<file path="src/rtl/mult_sched_pkg.sv">
// Shared types and default sizing for the multiplier round-robin scheduler.
// Tag and credit widths follow the default configuration below.
package mult_sched_pkg;
  localparam int DEF_XLEN      = 32;
  localparam int DEF_NUM_STAGE = 4;
  localparam int DEF_NUM_REQ   = 4;
  localparam int DEF_MAX_OUT   = 2;

  localparam int ID_W   = $clog2(DEF_NUM_REQ);
  localparam int CRED_W = $clog2(DEF_MAX_OUT + 1);

  typedef struct packed {
    logic            valid;
    logic [ID_W-1:0] id;
  } mult_tag_t;

  typedef struct packed {
    logic [1:0]          sign;
    logic [DEF_XLEN-1:0] mcand;
    logic [DEF_XLEN-1:0] mplier;
  } mult_op_t;
endpackage

</file>
<file path="src/rtl/rr_arbiter.sv">
// Combinational round-robin arbiter: searches from pointer+1 with an explicit
// wrap compare so non-power-of-two requester counts rotate correctly.
module rr_arbiter #(
  parameter int NUM_REQ = 4,
  parameter int ID_W    = (NUM_REQ > 1) ? $clog2(NUM_REQ) : 1
) (
  input  logic [NUM_REQ-1:0] eligible,
  input  logic [ID_W-1:0]    pointer,
  output logic [NUM_REQ-1:0] grant,
  output logic [ID_W-1:0]    grant_idx,
  output logic               grant_valid
);

  logic [ID_W-1:0] idx;

  always_comb begin
    grant       = '0;
    grant_idx   = '0;
    grant_valid = 1'b0;
    idx         = pointer;
    for (int k = 0; k < NUM_REQ; k++) begin
      idx = (idx == ID_W'(NUM_REQ - 1)) ? '0 : idx + 1'b1;
      if (!grant_valid && eligible[idx]) begin
        grant[idx]  = 1'b1;
        grant_idx   = idx;
        grant_valid = 1'b1;
      end
    end
  end

endmodule

</file>
<file path="src/rtl/mult_rr_scheduler.sv">
// Shares one fixed-latency pipelined multiplier among NUM_REQ requesters with
// round-robin issue, per-requester credits and a tag pipe for product routing.
module mult_rr_scheduler
  import mult_sched_pkg::*;
#(
  parameter int XLEN      = DEF_XLEN,
  parameter int NUM_STAGE = DEF_NUM_STAGE,
  parameter int NUM_REQ   = DEF_NUM_REQ,
  parameter int MAX_OUT   = DEF_MAX_OUT
) (
  input  logic                   clock,
  input  logic                   reset_n,
  input  logic [NUM_REQ-1:0]     req_valid,
  output logic [NUM_REQ-1:0]     req_ready,
  input  logic [NUM_REQ*2-1:0]   req_sign,
  input  logic [NUM_REQ*XLEN-1:0] req_mcand,
  input  logic [NUM_REQ*XLEN-1:0] req_mplier,
  output logic [NUM_REQ-1:0]     rsp_valid,
  output logic [2*XLEN-1:0]      rsp_product,
  output logic                   mult_start,
  output logic [1:0]             mult_sign,
  output logic [XLEN-1:0]        mult_mcand,
  output logic [XLEN-1:0]        mult_mplier,
  input  logic [2*XLEN-1:0]      mult_product,
  input  logic                   mult_done,
  output logic                   tag_err
);

  localparam int LAST = NUM_STAGE - 1;

  mult_tag_t          tag_q [NUM_STAGE];
  mult_op_t           op_q;
  mult_op_t           sel_op;
  logic [ID_W-1:0]    ptr_q;
  logic [ID_W-1:0]    issue_id_q;
  logic [ID_W-1:0]    grant_idx;
  logic [CRED_W-1:0]  credit_q [NUM_REQ];
  logic [NUM_REQ-1:0] eligible;
  logic [NUM_REQ-1:0] grant;
  logic [NUM_REQ-1:0] underflow;
  logic               grant_valid;
  logic               mult_start_q;
  logic               tag_err_q;

  always_comb begin
    for (int i = 0; i < NUM_REQ; i++) begin
      eligible[i] = req_valid[i] && (credit_q[i] < CRED_W'(MAX_OUT));
    end
  end

  rr_arbiter #(
    .NUM_REQ (NUM_REQ),
    .ID_W    (ID_W)
  ) u_arb (
    .eligible    (eligible),
    .pointer     (ptr_q),
    .grant       (grant),
    .grant_idx   (grant_idx),
    .grant_valid (grant_valid)
  );

  assign req_ready = reset_n ? grant : '0;

  always_comb begin
    sel_op.sign   = req_sign[grant_idx*2 +: 2];
    sel_op.mcand  = req_mcand[grant_idx*XLEN +: XLEN];
    sel_op.mplier = req_mplier[grant_idx*XLEN +: XLEN];
  end

  // The last tag stage lines up with mult_done, so it names the owner of mult_product.
  always_comb begin
    rsp_valid = '0;
    if (reset_n && tag_q[LAST].valid) begin
      rsp_valid[tag_q[LAST].id] = 1'b1;
    end
  end

  always_comb begin
    for (int i = 0; i < NUM_REQ; i++) begin
      underflow[i] = rsp_valid[i] && (credit_q[i] == '0);
    end
  end

  assign rsp_product = mult_product;
  assign mult_start  = mult_start_q;
  assign mult_sign   = op_q.sign;
  assign mult_mcand  = op_q.mcand;
  assign mult_mplier = op_q.mplier;
  assign tag_err     = tag_err_q;

  always_ff @(posedge clock) begin
    if (!reset_n) begin
      mult_start_q <= 1'b0;
      op_q         <= '0;
      ptr_q        <= ID_W'(NUM_REQ - 1);
      issue_id_q   <= '0;
      tag_err_q    <= 1'b0;
      for (int s = 0; s < NUM_STAGE; s++) tag_q[s] <= '0;
      for (int i = 0; i < NUM_REQ; i++) credit_q[i] <= '0;
    end else begin
      mult_start_q <= grant_valid;
      if (grant_valid) begin
        op_q       <= sel_op;
        ptr_q      <= grant_idx;
        issue_id_q <= grant_idx;
      end
      tag_q[0] <= '{valid: mult_start_q, id: issue_id_q};
      for (int s = 1; s < NUM_STAGE; s++) tag_q[s] <= tag_q[s-1];
      for (int i = 0; i < NUM_REQ; i++) begin
        case ({req_ready[i], rsp_valid[i]})
          2'b10:   credit_q[i] <= credit_q[i] + 1'b1;
          2'b01:   if (credit_q[i] != '0) credit_q[i] <= credit_q[i] - 1'b1;
          default: credit_q[i] <= credit_q[i];
        endcase
      end
      if ((mult_done != tag_q[LAST].valid) || (|underflow)) tag_err_q <= 1'b1;
    end
  end

endmodule
</file>
<file path="config.mk">
export PLATFORM = sky130hd
export DESIGN_NAME = mult_rr_scheduler
export DESIGN_NICKNAME = d
export VERILOG_FILES = /design/src/rtl/mult_sched_pkg.sv /design/src/rtl/rr_arbiter.sv /design/src/rtl/mult_rr_scheduler.sv
export SDC_FILE = /design/constraint.sdc
export NUM_CORES = 1
export LEC_CHECK = 0
export CAP_MARGIN = 20
export CORE_AREA = 2 2 183 185
export CTS_CLUSTER_SIZE = 16
export DETAILED_ROUTE_END_ITERATION = 8
export DIE_AREA = 0 0 185 187
export HOLD_SLACK_MARGIN = 0.02
export SYNTH_ARGS = -nofsm -noshare
export SYNTH_HDL_FRONTEND = slang
export SYNTH_SLANG_ARGS = --single-unit
</file>
<file path="constraint.sdc">
create_clock -name clock -period 4.15 [get_ports clock]
set_input_delay 0.83 -clock clock [delete_from_list [all_inputs] [get_ports clock]]
set_output_delay 0.83 -clock clock [all_outputs]
set_load 0.05 [all_outputs]
</file>
### Yosys cells after proc, flatten, opt, wreduce, memory -nomap -nowiden

Memories as Yosys holds them, arrays and structs flattened.
Cells that the tools add are included.

* input port bits: 335
* memories kept: 2
* logic and storage cells: 198
* register bits: 72
* output and inout bits: 140
* bits in read-only memories: 0
* bits in latches: 0
* memory bits (writable): 20

* magnitude comparators: 14
* reduce and logical (&&, ||, !) cells: 34
* $add $sub $neg: 12
* eq/ne operators: 13
* mux-type cells: 94
* divide/modulo/power cells: 0
* bitwise gates (word level): 19
* shifts and indexed selects: 3
* $mul: 0

Memory list
* tag_q: words 4, width 3, read ports 4, clocked after memory_dff 0, wr ports 4, line mult_rr_scheduler.sv:31 `mult_tag_t tag_q [NUM_STAGE];`
* credit_q: words 4, width 2, read ports 4, clocked after memory_dff 0, wr ports 4, line mult_rr_scheduler.sv:37 `logic [CRED_W-1:0] credit_q [NUM_REQ];`

Operators with widths (number)
* $shiftx 128x8->32: 2
* $mux 1: 55
* $mux 2: 20
* $mux 4: 6
* $logic_and 1x1->1: 17
* $add 2x1->2 const B: 8
* $eq 2x2->1 const B: 8
* $or 1x1->1: 16
* $lt 2x3->1 const B: 5
* $mux 3: 4
* $or 4x4->4: 3
* $demux 1 s2: 5
* $ge 2x1->1 const B: 5
* $bmux 1 s2: 4
* $eq 2x1->1 const B: 4
* $logic_not 2->1: 4
* $lt 2x2->1 const B: 4
* $reduce_bool 2->1: 4
* $reduce_or 2->1: 4
* $shiftx 8x4->2: 1
* $sub 2x1->2 const B: 4
* $reduce_or 4->1: 1
* $logic_not 1->1: 3
* $logic_or 1x1->1: 1
* $ne 1x1->1: 1

### Logic depth before layout (Yosys ltp)

Gate-level depths: netlist of run 1.

* depth in word-level cells: 22
* depth in mapped cells: 14
* mapped depth without buffers: 12

### Cells and area by module

A second synthesis of run 1 with hierarchy kept.

* cell total of the unflattened synthesis: 551
* area, all modules: 6102.1 um^2

By module, submodules not included
* mult_rr_scheduler: times used 1, area an instance 5645.4 um^2, sequential area each 1921.8 um^2, cells each 492
* rr_arbiter: times used 1, area an instance 456.7 um^2, sequential area each 0.0 um^2, cells each 59

### Least setup slack after synthesis of run 1

OpenSTA, ideal clock, no wires.

* path type: reg2reg
* start point: register ptr_q[0]
* end point: memory credit_q[1][1] (netlist bit), data pin
* stages on the path, launching flop included: 13
* buffers on the path: 2
* data required time: 4003 ps
* arrival time: 3592 ps
* period minus slack after synthesis: 3739 ps
* setup slack: 411 ps
* library setup time: 147 ps
* cell sequence: dfxtp_1 inv_1 ha_1 clkbuf_1 clkbuf_1 o211ai_1 a211oi_2 a221o_1 ha_1 nor2_1 or2_2 or3b_2 a21oi_1

RTL lines
* start: declaration: line mult_rr_scheduler.sv:34 `logic [ID_W-1:0] ptr_q;`
* start signal: assignment: line mult_rr_scheduler.sv:95 `ptr_q <= ID_W'(NUM_REQ - 1);`
* start signal: assignment: line mult_rr_scheduler.sv:104 `ptr_q <= grant_idx;`
* end: declaration: line mult_rr_scheduler.sv:37

### Final worst setup path of run 1

* start point: register ptr_q[0]
* end point: output port req_ready[1]

* word-level cells in the longest chain between the ends: 15
* elaborated cells between the ends (all ways): 57
* those cells by class: 4 x add/sub; 8 x order compare; 4 x eq/ne; 28 x mux; 3 x bitwise; 10 x reduce/logical

RTL lines
* $add 2x1->2 or $eq 2x2->1 (tied branches): line rr_arbiter.sv:22 `idx = (idx == ID_W'(NUM_REQ - 1)) ? '0 : idx + 1'b1;`
* $mux 2 (*): line rr_arbiter.sv:22
* $add 2x1->2, or another cell as far along: line rr_arbiter.sv:22
* $mux 2 or $mux 1 (tied branches): line rr_arbiter.sv:22, rr_arbiter.sv:23
* $add 2x1->2, or another cell as far along: line rr_arbiter.sv:22
* $mux 2, or another cell as far along: line rr_arbiter.sv:22
* $add 2x1->2, or another cell as far along: line rr_arbiter.sv:22
* $mux 2, or another cell as far along: line rr_arbiter.sv:22
* $lt 2x3->1 (not written as such), or another cell as far along: line rr_arbiter.sv:24 `grant[idx] = 1'b1;`
* $logic_and 1x1->1 (not written as such), or another cell as far along: line rr_arbiter.sv:24
* $mux 1 (not written as such), or another cell as far along: line rr_arbiter.sv:24
* $demux 1 s2, or another cell as far along
* $or 4x4->4 (no line) or $logic_and 1x1->1 (tied branches)
* $mux 4 (*): line rr_arbiter.sv:23 `if (!grant_valid && eligible[idx]) begin`
* $mux 4 (*): line mult_rr_scheduler.sv:62 `assign req_ready = reset_n ? grant : '0;`
* end: declaration: line mult_rr_scheduler.sv:14 `output logic [NUM_REQ-1:0] req_ready,`

Mark *: on every way between the ends. The rest lies on a longest branch, timed or not. The select of a mux whose other input is x is not followed.

==> metrics.txt, run 1 <==
mux contribution to synthesized area=0.09907; Setup Skew=about 0.008 ns; yosys warns=0; CTS max path bufs=2; core area=0.03286 mm2; CP Capture Type=output pin; Post-Synthesis Cell Area=0.006997 mm2; CTS tree=yes; multi-input logic area=0.004203 mm2; remaining antenna violation count after routing=0; post-synthesis xor/xnor area fraction=0.003755; Worst EP required=roughly 3.3 ns; Worst Path Max Fanout=12; Root Buffer=clkbuf_16; Slew Viols, Final=0; die width=185 um; Final setup viols=0; Distinct cells, synth=52; critical path class=flop to output pin; CTS Buf Count=9; max cap viols=0; r2r endpoint=credit_q[1][1]; CP Buf/Inv Count=2; IO buf count=346; FF-to-FF path depth=11; most frequently used flop master after synthesis=dfxtp_1; Final Hold Viols=0; Fillers=3,438; FP Rows=67; io pins=475; drt wl/cell=17.43 um; Tcrit/Tclk final=0.9162; Peak VDD IR=0.0002071 V; Synth Instances=857; stages on the worst setup path=8; first drt pass iteration count=5; Hold Crit Class=flop to flop; Synth top area share=0.2403; Placer Congestion=0.8090; Post-Synth Adder-Cell Area=0.03040; final setup TNS=0 ns; simple-gate portion of the synthesized area=0.2725; FF+latch area=between 0.0015 and 0.002 mm2; WP data arrival=2.97 ns; critical path startpoint category=flop; layout cells sized above 1=0.05182; Post-CTS Setup Bufs=0; initial antenna violation count=0; highest clock rate=263.0 MHz; cts repair resizes=0; hold depth=1; top post-synthesis cells by count=141 x nor3_1, 84 x dfxtp_1, 79 x and2_1; Syn Nets=1,209; pin count of the biggest net entering global routing=72; pwr dens=between 400 and 500 mW/mm2; Layout area overhead=53.47%; Clk Latency, worst-skew pair=0.37 ns; clock period minus worst slack=3.802 ns; Leak Pwr=0.004215 uW; Vias/cell=4.791; clock-pin slew on the worst setup and hold paths=0.07 ns; R2R Setup Slk=0.59 ns; Die Y=187 um; Post-CTS Hold Fix Bufs=0; total grt overflow=0; antenna cells=0; ys async rst share=0; final net count=1,447; largest area contributor in the netlist=dfxtp_1; Power, Total=approximately 4700 uW; count leader, synth=nor3_1; Worst Max-Slew Pin Slew=between 0.8 and 0.9 ns; clock sink total=between 90 and 100; status=completed; vias in the first global route=7,343; FF+latch count, synth=92; Synth Area in Compound Gates=0.1888; Avg Cell Area, Syn=slightly above 8 um2; Seq/Total Area, Yosys=0.2747; Slowest-stage cell, CP=mux4_2; slew margin rel.=0.4493; largest family of logic cells by synthesized area=simple AND/OR/NAND/NOR gates; Hold Path Origin=tag_q[0][0]; Post-synth EDFFs=8; ranking of synthesized cells by area=dfxtp_1 24%, nor3_1 10%, mux2i_1 9.6%; HPWL after DPL=19.62 mm; GRT Total Usage=0.1531; initial core utilization=0.2129; H-tree depth=3; final wirelength=26.97 mm; max incr delay on CP=about 0.63 ns; Hold EP=tag_q[1][0]; area of the die=0.03460 mm2; first-pass GRT wire length=41.21 mm; Detailed Route Iter0 Violations=between 400 and 500; launch point of the worst reg-to-reg path=ptr_q[0]; worst-path cell chain=ha_1 > nor2_2 > mux4_2 > nand3_1 > o211ai_1 > a221o_1 > buf_4 > buf_12; delay-heaviest family, CP=multiplexers; drt drc=0; RSZ-0062 raised after global routing=false; vias post-DR=between 7,000 and 8,000
-- stage by stage --
stage	setup slack, ns	instances	utilization	hold slack (ns)	area, um2
after global placement	0.3323	1532	0.3165	0.4141	10400
after floorplan	0.4109	857	-	0.4119	6997
after detailed placement	0.2617	1532	0.3165	0.4212	10400
final	0.3476	1548	0.3268	0.4330	10740
after CTS	0.1226	1548	0.3267	0.4387	10740
after global routing	0.1669	1548	0.3268	0.4516	10740
-- layout make-up --
| class | count | share of cell area |
|---|---|---|
| sequential | 92 | 0.1790 |
| tap | 448 | 0.05220 |
| timing repair buffer | 365 | 0.3428 |
| clock inverter | 4 | 0.009089 |
| inverter | 10 | 0.003496 |
| clock buffer | 12 | 0.02202 |
| multi-input combinational | 617 | 0.3914 |
-- flip-flops by register name, summed over array words and instances (netlist names) --
name and flops:
credit_q 8, issue_id_q 2, mult_mcand 32, mult_mplier 32, mult_sign 2, mult_start 1
ptr_q 2, tag_err 1, tag_q 12
-- cells in the final DEF, fill, tap and decap left out, drive strengths merged, types with 5 or more instances in the layout --
cell type,synthesis,layout
edfxtp,8,8
o21ai,75,75
nand2,13,13
inv,10,10
clkbuf,32,12
nor2b,5,5
nor2,12,12
a211oi,6,6
a31oi,5,5
buf,106,24
a221oi,5,5
or2,5,5
nand2b,6,6
and3,66,66
nor3,142,142
and2,79,79
nand3,7,7
o32ai,66,66
clkdlybuf4s50,0,341
o211ai,5,5
dfxtp,84,84
mux2i,67,67
ha,17,17
a21oi,12,12
-- metal layers --
metal	GRT usage	share of wire	up-vias
met5	0	0	-
met4	0.05800	0.024	0
met3	0.04322	0.068	36
met2	0.2626	0.50	270
met1	0.1796	0.41	3505
li1	-	-	3605
-- power by group --
group          leakage [uW]  internal, uW  switching (uW)  total [uW]
Clock              0.000157           591             399         990
Sequential         0.000778          1090             135        1220
Combinational       0.00328           999            1480        2480
Total               0.00422          2680            2010        4690
-- cell families (layout without fill, tap and decap cells) --
family,count (synthesis),count (layout)
DFF,92,92
adders and majority gates,17,17
buffers and inverters,148,391
xor gates and xnor gates,3,3
and+or+nand+nor,341,341
muxes,68,68
AOI/OAI and AO/OA,188,188
-- worst reg2reg max path, delay by kind of cell, from the launching register on --
family,cells,cell delay (ns)
flip-flops,1,0.40
AO/OA/AOI/OAI,3,0.54
AND/OR/NAND/NOR,5,1.31
multiplexers,1,0.63
adder cells (fa/ha/maj),2,0.55
-- how the worst max path moves through the flow --
stage | from | to | slack [ns]
6_report | ptr_q[0] | req_ready[1] | 0.35
5_1_grt | ptr_q[0] | req_ready[1] | 0.17
4_1_cts | ptr_q[0] | req_ready[1] | 0.12
3_5_place_dp | req_valid[0] | credit_q[1][1] | 0.26
3_3_place_gp | req_valid[0] | credit_q[1][1] | 0.33
2_1_floorplan | ptr_q[0] | credit_q[1][1] | 0.41
(Power assumes the default switching activity.)
==> run 2: changes to the inputs <==
--- a/config.mk
+++ b/config.mk
@@ -6,11 +6,13 @@
 export NUM_CORES = 1
 export LEC_CHECK = 0
 export CAP_MARGIN = 20
-export CORE_AREA = 2 2 183 185
+export CORE_AREA = 2 2 184 186
+export CTS_BUF_LIST = sky130_fd_sc_hd__clkbuf_16
 export CTS_CLUSTER_SIZE = 16
 export DETAILED_ROUTE_END_ITERATION = 8
-export DIE_AREA = 0 0 185 187
+export DIE_AREA = 0 0 186 188
 export HOLD_SLACK_MARGIN = 0.02
 export SYNTH_ARGS = -nofsm -noshare
 export SYNTH_HDL_FRONTEND = slang
+export SYNTH_HIERARCHICAL = 1
 export SYNTH_SLANG_ARGS = --single-unit
==> metrics.txt, run 2 <==
yosys warns=6; Post-CTS Hold Fix Bufs=0; DP Cell Count=between 1,000 and 1,500; Seq/Total Area, Yosys=0.3149; Syn Nets=about 900; final setup TNS=0 ns; Fillers=between 3,000 and 4,000; clock-pin slew on the worst setup and hold paths=0.07 ns; status=completed; clock sink total=92; post-synthesis xor/xnor area fraction=0.004306; Root Buffer=clkbuf_16; CTS tree=yes; Worst EP required=3.32 ns; remaining antenna violation count after routing=0; part of the power in registers=0.287; Avg Cell Area, Syn=11.07 um2; Synth Area in Compound Gates=0.04306; FF-to-FF path depth=14; Final setup viols=0; commonest non-fill, non-tap cell in the layout=clkdlybuf4s50_1; final worst slack=0.2906 ns; FP Rows=67; mux contribution to synthesized area=0.3592; R2R Setup Slk=0.63 ns; Setup Skew=0.005981 ns; highest clock rate=259.1 MHz; vias post-DR=5,285; clock network fraction of total power=0.218; Layout area overhead=61.27%; total grt overflow=0; H-tree depth=3; GRT Total Usage=0.1215; final wirelength=21.15 mm; drt wl/cell=16.64 um; Peak VDD IR=about 0.00021 V; drt drc=0; IO buf count=around 350; Post-CTS Setup Bufs=0; final net count=1,169; commonest cells after routing, fill and taps aside=340 x clkdlybuf4s50_1, 84 x dfxtp_1, 80 x nor2_1, 68 x mux4_2, 66 x mux2i_1; clock period minus worst slack=3.859 ns; pin count of the biggest net entering global routing=45; Worst Max-Slew Pin Slew=0.7159 ns; hold depth=1; crit path launch=ptr_q[0]; Post-Synth Adder-Cell Area=0.03486; Hold Crit Class=flop to flop; slew margin rel.=0.5227; Int Pwr=2445 uW; HPWL after DPL=16.74 mm; Die Y=188 um; ranking of synthesized cells by area=dfxtp_1 28%, mux4_2 25%, mux2i_1 11%; simple-gate portion of the synthesized area=0.1126; critical path class=flop to output pin; Placed Area=0.009540 mm2; Hold EP=tag_q[3][1]; largest family of logic cells by synthesized area=multiplexers; launch point of the worst reg-to-reg path=ptr_q[0]; Detailed Route Iter0 Violations=305; switching part of the total power=0.3757; Finished Cell Area=0.009841 mm2; Synth Instances=between 500 and 600; count leader, synth=dfxtp_1; Post-synth EDFFs=8; Post-Place Setup Slack=0.1711 ns; multi-input logic area=0.003408 mm2; core area=about 0.033 mm2; Post-Synthesis Cell Area=approximately 0.006 mm2; Vias/cell=4.158; CTS Buf Count=9; area of the die=0.03497 mm2; RSZ-0062 raised after global routing=false; FF+latch count, synth=92; top post-synthesis cells by count=84 x dfxtp_1, 80 x nor2_1, 68 x mux4_2; Clk Latency, worst-skew pair=0.37 ns; Synth top area share=0.2756; vias in the first global route=5,460; Worst Path Max Fanout=11; Leak Pwr=0.003880 uW; r2r endpoint=credit_q[2][1]; Placer Congestion=0.7378; initial core utilization=0.1843; most frequently used flop master after synthesis=dfxtp_1; io pins=475; Tcrit/Tclk final=0.9300; layout cells sized above 1=0.1265; Net Sw Power=~1500 uW; max cap viols=0; critical path startpoint category=flop; Logic pwr share=0.495; FF+latch area=0.001922 mm2; CP Capture Type=output pin; Final Hold Viols=0; fin cells=1,271; ys async rst share=0; initial antenna violation count=1; first-pass GRT wire length=31.57 mm; pwr dens=398.0 mW/mm2; first drt pass iteration count=5; Hold Path Origin=tag_q[2][1]; largest area contributor in the netlist=dfxtp_1; CTS max path bufs=2; Slew Viols, Final=0; Distinct cells, synth=between 40 and 50; die width=186 um; WP data arrival=3.03 ns
-- run 2: worst max path at each step --
stage | endpoint | cells after the start
6_report | req_ready[3] | 10
5_1_grt | req_ready[2] | 10
4_1_cts | req_ready[2] | 9
3_5_place_dp | credit_q[2][1] | 12
3_3_place_gp | req_ready[2] | 9
2_1_floorplan | credit_q[1][0] | 7
-- run 2: through the flow --
step | utilization | power (uW) | hold WS, ns
6_report | 0.2972 | 3916 | 0.4340
5_1_grt | 0.2972 | 4149 | 0.4466
4_1_cts | 0.2970 | 3999 | 0.4355
3_5_place_dp | 0.2881 | 3105 | 0.4187
3_3_place_gp | 0.2881 | 3089 | 0.4143
2_1_floorplan | - | 2601 | 0.4119
-- run 2: cells by family (layout without fill, tap and decap cells) --
logic type | after synthesis | count (layout)
adder cells (fa/ha/maj) | 17 | 17
other | 0 | 1
AND/OR/NAND/NOR | 145 | 145
flip-flops | 92 | 92
AO/OA/AOI/OAI | 39 | 39
multiplexers | 134 | 134
buffers and inverters | 121 | 392
XOR/XNOR | 3 | 3
-- run 2: power groups by stage --
stage / logic, uW / clock network (uW) / registers (uW)
floorplan: 1050 / 0 / 1550
global placement: 1950 / 0 / 1140
detailed placement: 1960 / 0 / 1140
CTS: 1970 / 903 / 1120
global route: 2080 / 930 / 1140
finish: 1940 / 853 / 1120
-- run 2: metal layers --
layer  routed length, um  vias up  track usage
met1                8197     2569       0.1380
met2               10950      225       0.2093
met5                   0        -            0
met3                1601       27      0.03904
li1                    -     2464            -
met4                 403        0      0.04876
-- run 2: critical path: stages (launching register included) --
cell and delay (ns):
dfxtp_1 0.56, inv_1 0.18, ha_1 0.49, and3b_1 0.25
a32o_1 0.26, a211oi_1 0.26, buf_4 0.17, o221ai_1 0.12
nand2_1 0.11, inv_1 0.07, buf_4 0.19
-- run 2: what timing repair did --
action	in CTS	in global routing
gates resized for setup	0	1
endpoints found under the hold margin	0	0
setup endpoints to repair	0	4
-- run 2: final cells by class --
class | instances | area share
Antenna cell | 1 | 0.0002543
Clock buffer | 9 | 0.02289
Clock inverter | 7 | 0.007120
Inverter | 19 | 0.007247
Multi-Input combinational cell | 338 | 0.3463
Sequential cell | 92 | 0.1953
Tap cell | 448 | 0.05696
Timing Repair Buffer | 357 | 0.3639
